File: config.mk
export PLATFORM = sky130hd
export DESIGN_NAME = audio_rx
export DESIGN_NICKNAME = d
export VERILOG_FILES = /design/src/rtl/audio_pkg.sv /design/src/rtl/rx_bclk_gen.sv /design/src/rtl/audio_rx.sv
export SDC_FILE = /design/constraint.sdc
export NUM_CORES = 1
export LEC_CHECK = 0
export ABC_AREA = 1
export CAP_MARGIN = 30
export CORE_UTILIZATION = 56
export CTS_CLUSTER_DIAMETER = 150
export DETAILED_ROUTE_END_ITERATION = 6
export GPL_TIMING_DRIVEN = 0
export PLACE_DENSITY = 0.82
export SLEW_MARGIN = 0
export SYNTH_ARGS = -nofsm -noshare
export SYNTH_HDL_FRONTEND = slang
export SYNTH_SLANG_ARGS = --single-unit
File: constraint.sdc
create_clock -name i_clk -period 3 [get_ports i_clk]
set_input_delay 0.45 -clock i_clk [delete_from_list [all_inputs] [get_ports i_clk]]
set_output_delay 0.45 -clock i_clk [all_outputs]
set_load 0.05 [all_outputs]
File: src/rtl/audio_pkg.sv
// Definitions shared by the I2S microphone receiver and the matching transmitter:
// the default word width, the frame length and the channel encodings.
package audio_pkg;

  localparam int SAMPLE_W_DEF  = 16;
  localparam int FRAME_LEN_DEF = 2 * SAMPLE_W_DEF;

  typedef enum logic {
    CH_LEFT  = 1'b0,
    CH_RIGHT = 1'b1
  } chan_e;

  function automatic int frame_len(input int sample_w);
    return 2 * sample_w;
  endfunction

endpackage

File: src/rtl/rx_bclk_gen.sv
// Bit-clock divider. It produces a registered bclk and one-cycle tick strobes
// that mark the clk cycle whose closing edge toggles bclk.
module rx_bclk_gen #(
  parameter int CLK_DIV = 4
) (
  input  logic i_clk,
  input  logic i_reset,
  input  logic i_enable,
  output logic o_bclk,
  output logic o_rise_tick,
  output logic o_fall_tick
);

  localparam int CW = (CLK_DIV <= 2) ? 1 : $clog2(CLK_DIV);
  localparam logic [CW-1:0] TC = CW'(CLK_DIV - 1);

  logic          r_run;
  logic [CW-1:0] r_cnt;
  logic          r_bclk;
  logic          w_tc;

  // r_run holds the count off for the first enabled edge. This places the
  // first bclk rise CLK_DIV cycles after the edge that samples enable=1.
  assign w_tc = r_run && i_enable && (r_cnt == TC);

  always_ff @(posedge i_clk) begin
    if (i_reset || !i_enable) begin
      r_run  <= 1'b0;
      r_cnt  <= '0;
      r_bclk <= 1'b0;
    end else begin
      r_run <= 1'b1;
      if (r_run) begin
        if (w_tc) begin
          r_cnt  <= '0;
          r_bclk <= ~r_bclk;
        end else begin
          r_cnt <= r_cnt + CW'(1);
        end
      end
    end
  end

  assign o_bclk      = r_bclk;
  assign o_rise_tick = w_tc & ~r_bclk;
  assign o_fall_tick = w_tc &  r_bclk;

endmodule

File: src/rtl/audio_rx.sv
// I2S microphone receiver. It generates bclk and lrclk, shifts in both channel
// words, and publishes each completed word through a valid/ready holding register.
module audio_rx
  import audio_pkg::*;
#(
  parameter int CLK_DIV  = 4,
  parameter int SAMPLE_W = SAMPLE_W_DEF
) (
  input  logic                i_clk,
  input  logic                i_reset,
  input  logic                i_enable,
  input  logic                i_d_in,
  input  logic                i_ready,
  output logic                o_bclk,
  output logic                o_lrclk,
  output logic [SAMPLE_W-1:0] o_sample,
  output logic                o_channel,
  output logic                o_valid,
  output logic                o_overrun
);

  localparam int FRAME = frame_len(SAMPLE_W);
  localparam int BW    = $clog2(FRAME);
  localparam logic [BW-1:0] LAST = BW'(FRAME - 1);
  localparam logic [BW-1:0] HALF = BW'(SAMPLE_W);

  logic                w_rise;
  logic                w_fall;
  logic [BW-1:0]       r_bit_cnt;
  logic [BW-1:0]       w_bit_nxt;
  logic                r_lrclk;
  logic [SAMPLE_W-1:0] r_shift;
  logic [SAMPLE_W-1:0] w_word;
  logic                r_primed;
  logic [SAMPLE_W-1:0] r_sample;
  chan_e               r_channel;
  logic                r_valid;
  logic                r_overrun;
  logic                w_done_l;
  logic                w_done_r;
  logic                w_pub;

  rx_bclk_gen #(.CLK_DIV(CLK_DIV)) u_bclk_gen (
    .i_clk       (i_clk),
    .i_reset     (i_reset),
    .i_enable    (i_enable),
    .o_bclk      (o_bclk),
    .o_rise_tick (w_rise),
    .o_fall_tick (w_fall)
  );

  assign w_bit_nxt = (r_bit_cnt == LAST) ? '0 : r_bit_cnt + BW'(1);
  assign w_word    = {r_shift[SAMPLE_W-2:0], i_d_in};
  assign w_done_l  = w_rise && (r_bit_cnt == HALF);
  assign w_done_r  = w_rise && (r_bit_cnt == '0);
  // A right completion before any left word holds only a partial word.
  assign w_pub     = w_done_l || (w_done_r && r_primed);

  always_ff @(posedge i_clk) begin
    if (i_reset) begin
      r_bit_cnt <= '0;
      r_lrclk   <= 1'b0;
      r_shift   <= '0;
      r_primed  <= 1'b0;
      r_sample  <= '0;
      r_channel <= CH_LEFT;
      r_valid   <= 1'b0;
      r_overrun <= 1'b0;
    end else begin
      if (!i_enable) begin
        r_bit_cnt <= '0;
        r_lrclk   <= 1'b0;
        r_shift   <= '0;
        r_primed  <= 1'b0;
      end else begin
        if (w_fall) begin
          r_bit_cnt <= w_bit_nxt;
          r_lrclk   <= (w_bit_nxt >= HALF);
        end
        if (w_rise) r_shift <= w_word;
        if (w_done_l) r_primed <= 1'b1;
      end

      // A word that completes while the held word is unconsumed is dropped.
      if (w_pub) begin
        if (!r_valid || i_ready) begin
          r_sample  <= w_word;
          r_channel <= w_done_l ? CH_LEFT : CH_RIGHT;
          r_valid   <= 1'b1;
        end else begin
          r_overrun <= 1'b1;
        end
      end else if (r_valid && i_ready) begin
        r_valid <= 1'b0;
      end
    end
  end

  assign o_lrclk   = r_lrclk;
  assign o_sample  = r_sample;
  assign o_channel = r_channel;
  assign o_valid   = r_valid;
  assign o_overrun = r_overrun;

endmodule
# After elaboration in Yosys (flattened, before gate mapping)
# Cells that the tools add are included.
dict set report op_classes {
  add_sub_neg 2
  order_cmp 1
  n_eq_ne 4
  n_mux 7
  bitwise_logic 5
  n_reduce_logical 18
}
# cell count
set ops {}
lappend ops {{equality test 5 bit, second input constant} 2}
lappend ops {{AND reduction 2 bit} 4}
lappend ops {{logical AND 1 bit} 6}
lappend ops {{adder 5 x 1 -> 5 bit, second input constant} 1}
lappend ops {{greater-or-equal comparator 5 bit, second input constant} 1}
lappend ops {{zero test 5 bit} 1}
lappend ops {{two-way mux 1 bit} 5}
lappend ops {{two-way mux 5 bit} 1}
lappend ops {{logical OR 1 bit} 3}
lappend ops {{NOT 1 bit} 3}
lappend ops {{adder 2 x 1 -> 2 bit, second input constant} 1}
lappend ops {{bitwise AND 1 bit} 2}
lappend ops {{equality test 2 bit, second input constant} 1}
lappend ops {{zero test 1 bit} 2}
lappend ops {{two-way mux 2 bit} 1}
lappend ops {{!= test 2 x 1 -> 1 bit, second input constant} 1}
lappend ops {{nonzero test 2 bit} 1}
lappend ops {{OR reduction 2 bit} 1}
dict set report totals {
  register_bits 45
  inputBits 5
}

# Longest topological paths before layout
dict set report depth {
  word_depth 8
  ltp_mapped 9
  ltp_nobuf 8
}

# Modules after synthesis
# A second synthesis with hierarchy kept.
dict set report hier_totals {
  hier_cells 272
  hier_area_um2 1909.3
}
# mod n_inst cells_per_inst area_per_inst_um2
set modules_own_cells {}
lappend modules_own_cells {audio_rx 1 247 1727.9}
lappend modules_own_cells {rx_bclk_gen 1 25 181.4}

# Worst setup path before layout
# No wires, ideal clock.
dict set report synth_path {
  path_kind {flip-flop to flip-flop}
  from {register r_bit_cnt[4]}
  to {register r_sample[0] (netlist: o_sample[0])}
  setup_ps 113
  arrival_time_ps 1400
  t_required_ps 2887
  slack_ps 1487
  stages_incl_launch_ff 7
  path_buffers 1
  path_cell_list {dfxtp_1 > nor2_1 > nor2_1 > nand3_4 > buf_2 > nor2_1 > nor2_1}
}
dict set report synth_via {
  elab_chain_len 5
}
# element line_no
set synth_lines {}
lappend synth_lines {{start: declaration} audio_rx.sv:29} ;# logic [BW-1:0] r_bit_cnt;
lappend synth_lines {{start signal: assignment} audio_rx.sv:77} ;# r_bit_cnt <= w_bit_nxt;
lappend synth_lines {{zero test 5 bit} audio_rx.sv:55} ;# assign w_done_r = w_rise && (r_bit_cnt == '0);
lappend synth_lines {{logical AND 1 bit} audio_rx.sv:55}
lappend synth_lines {{logical AND 1 bit} audio_rx.sv:57} ;# assign w_pub = w_done_l || (w_done_r && r_primed);
lappend synth_lines {{logical OR 1 bit (*)} audio_rx.sv:57}
lappend synth_lines {{AND reduction 2 bit (no source line) (*)} -}
lappend synth_lines {{end signal: assignment} audio_rx.sv:87} ;# r_sample <= w_word;
lappend synth_lines {{end: declaration} audio_rx.sv:35} ;# logic [SAMPLE_W-1:0] r_sample;
# Every way passes the cells marked *; elsewhere a longest branch is shown, timed or not.
# A chain may end at the register's enable or synchronous reset.

# Worst setup path after layout
dict set report layout_path {
  from {register u_bclk_gen.r_bclk (netlist: u_bclk_gen.o_bclk)}
  to {output o_bclk}
}
# element line_no
set layout_lines {}
lappend layout_lines {{start: declaration} rx_bclk_gen.sv:19} ;# logic r_bclk;
lappend layout_lines {{start signal: assignment} rx_bclk_gen.sv:36} ;# r_bclk <= ~r_bclk;
lappend layout_lines {{end: declaration} audio_rx.sv:14} ;# output logic o_bclk,
# No word-level cell between the ends.

==> metrics.txt <==
outcome=finished, violations left; failing checks=DRC; CP max stage cell=clkdlybuf4s50_1; P_int=0.0007939 W; Setup WS pre-CTS=around 0.9 ns; DIE AREA=3347 sq um; CTS Root Cell=clkbuf_4; H-tree depth=2; CTS tree=done; Final Net Count=279; Die Width=slightly below 60 um; Simple-Gate Fraction of Synth Area=0.2787; DR WL/cell=a little over 10 um; number of global-route vias before repair=~1400; DR DRC count=3; combinational share of power=0.021; max_slew headroom=0.6659; Post-synth EDFFs=0; register area share after synthesis=0.5043; GR peak layer=met2; GPL Wtd Cong=0.7679; switching power total=around 0.0002 W; # hold bufs at CTS=0; Cell variety after synth=19; Worst-path clk slew=0.13 ns; clock share of power=0.391; Final setup violation count=0; Max Clock Skew=0.005016 ns; worst r2r path cells=7; Synth top area share=0.5043; Synth Flop Type=dfxtp_1; global-route wire length before repair=5.623 mm; Worst Setup End Kind=output pin; CP Class=flop to output pin; input/output buffers=25; Ports=26; number of synthesized register bits=44; Slew Viols, Final=0; hold path depth=2; Vias=about 1500; CP bufs+invs=1; Worst Hold Class=flop to flop; CP startpoint kind=flop; Yosys top cell by area=dfxtp_1; total power=0.0009988 W; Synth Area in Adders=0.02865; initial antenna violation count=0; post-route ant nets=0; clock buffer depth=2; pwr/cell area=469.8 nW/um^2; syn_nets=247; part of the cycle the worst path needs=0.7054; cts repair resizes=0; clk sink count=44; critical-path cell list=clkdlybuf4s50_1; diode count=0; Worst R2R Start=u_bclk_gen.r_cnt[0]$_SDFFE_PN0P_; Core Area=2853 sq um; largest net degree at the start of global routing=15; Via density=4.914; Post-synth ARST share=0; Routed WL=3.127 mm; placed cell count=294; Leak=~1 nW; setup_tns=0 ns; count leader, synth=nor2_1; Setup crit start=u_bclk_gen.o_bclk$_SDFFE_PN0P_; RSZ-0062 raised after global routing=false; largest family of logic cells by synthesized area=simple AND/OR/NAND/NOR gates; compound-gate portion of the synthesized area=0.09312; Syn. warnings=0; Overflow after GRT=0; worst-skew pair later-pin latency=0.35 ns; Worst path depth=1; Fmax=0.4725 GHz; peak supply drop=~370 uV; Post-Syn Area per Cell=7.339 sq um; post-synthesis xor/xnor area fraction=0; Initial DRC Count=51; global routing usage on met2=0.3596; Sw Share=0.2051; crit path DAT=between 1.5 and 2 ns; minimum clock period=2.116 ns; maxcap violations=0; worst path required time=between 2 and 3 ns; Rows=19; Final Worst Setup Slack=0.8837 ns; total track usage=0.2177; Worst R2R End=o_sample[14]$_SDFFE_PP0P_; area grow syn2layout=21.70%; CP peak stage delay=between 0.8 and 0.9 ns; CP Capture Point=o_bclk; detailed placer's ending HPWL=2.269 mm; Least-Margin Pin Slew=0.4996 ns; layout cells sized above 1=0.06273; die height=57.85 um; top cells by count, synth=nor2_1 (67), dfxtp_1 (44), nand2_1 (42); part of the power in registers=0.588; CP delay by family, top=buffers and inverters; GRT met3 Usage=0.06027; Num CTS Buffers=5; Initial Utilization=0.6123; met1 global-route usage=0.2732; R2R Setup Slk=1.38 ns; Initial DRT Pass Iterations=7; worst-path fanout max=5; postcts setup bufs=0; Final Hold Fails=0; Finished Layout Cells=slightly above 300; post-synthesis cell area=1747 sq um; mux contribution to synthesized area=0; ranking of synthesized cells by area=dfxtp_1 (50%), nor2_1 (14%), nand2_1 (9.0%); Synth Instances=238
-- worst reg2reg max path: stages (launching register included) --
cell	delay, ns
dfxtp_1	0.39
ha_1	0.19
nand3_2	0.14
nor2_4	0.23
nand3_4	0.16
buf_2	0.23
nor2_1	0.14
nor2_1	0.06
-- area by class of cell --
class | instances | area [sq um]
flip-flops and latches | 44 | 880.8
fillers | 242 | 726.9
multi-input cells | 155 | 699.4
repair buffers | 25 | 250.2
inverters | 31 | 116.4
clock buffers | 6 | 51.30
plain buffers | 8 | 50.05
clock inverters | 2 | 38.79
well taps | 31 | 38.79
-- placed cells by master, fill, tap and decap left out --
cell and instances:
a211oi_1 1, a21oi_1 13, buf_1 1, buf_2 4, buf_6 2, bufinv_16 1
clkbuf_1 1, clkbuf_4 5, clkbuf_8 1, clkdlybuf4s50_1 25, clkinv_1 1, clkinv_4 1
dfxtp_1 44, ha_1 4, inv_1 30, nand2_1 42, nand3_1 1, nand3_2 1
nand3_4 1, nand4_1 3, nor2_1 67, nor2_4 1, nor3_1 3, o21ai_0 18
-- kinds of logic after synthesis --
kind of cell | Yosys count
AO/OA/AOI/OAI | 32
adder cells (fa/ha/maj) | 4
buffers and inverters | 39
flip-flops | 44
AND/OR/NAND/NOR | 119
-- metal layers --
layer / up-vias / share of wire
met2: 23 / 0.46
met4: 0 / 0.013
met3: 5 / 0.037
met5: - / 0
met1: 664 / 0.49
li1: 792 / -
-- flip-flops by register name, summed over array words and instances, names as in the netlist --
name / cells
u_bclk_gen.o_bclk: 1
o_sample: 16
u_bclk_gen.r_run: 1
o_overrun: 1
u_bclk_gen.r_cnt: 2
o_channel: 1
o_valid: 1
r_shift: 15
r_bit_cnt: 5
r_primed: 1
-- stage by stage --
stage               cell area, sq um  hold WS (ns)    util
floorplan                       1747        0.4293       -
global placement                2036        0.4369  0.7136
detailed placement              2036        0.4483  0.7136
CTS                             2126        0.4666  0.7452
global route                    2126        0.4833  0.7452
finish                          2126        0.4653  0.7452
-- worst min path at each step --
stage / end / slack, ns / from
after floorplan: r_primed$_SDFFE_PN0P_ / 0.43 / r_primed$_SDFFE_PN0P_
after global placement: o_overrun$_SDFFE_PP0P_ / 0.44 / o_overrun$_SDFFE_PP0P_
after detailed placement: r_primed$_SDFFE_PN0P_ / 0.45 / r_primed$_SDFFE_PN0P_
after CTS: r_primed$_SDFFE_PN0P_ / 0.47 / r_primed$_SDFFE_PN0P_
after global routing: o_overrun$_SDFFE_PP0P_ / 0.48 / o_overrun$_SDFFE_PP0P_
final: o_overrun$_SDFFE_PP0P_ / 0.47 / o_overrun$_SDFFE_PP0P_
-- power by group through the flow --
stage                     Sequential, W  Clock [W]  Combinational (W)
final                          0.000588   0.000390          0.0000209
after global routing           0.000588   0.000418          0.0000241
after CTS                      0.000588   0.000397          0.0000213
after detailed placement       0.000601          0          0.0000210
after global placement         0.000600          0          0.0000209
after floorplan                0.000600          0          0.0000110
(Power assumes the default switching activity.)
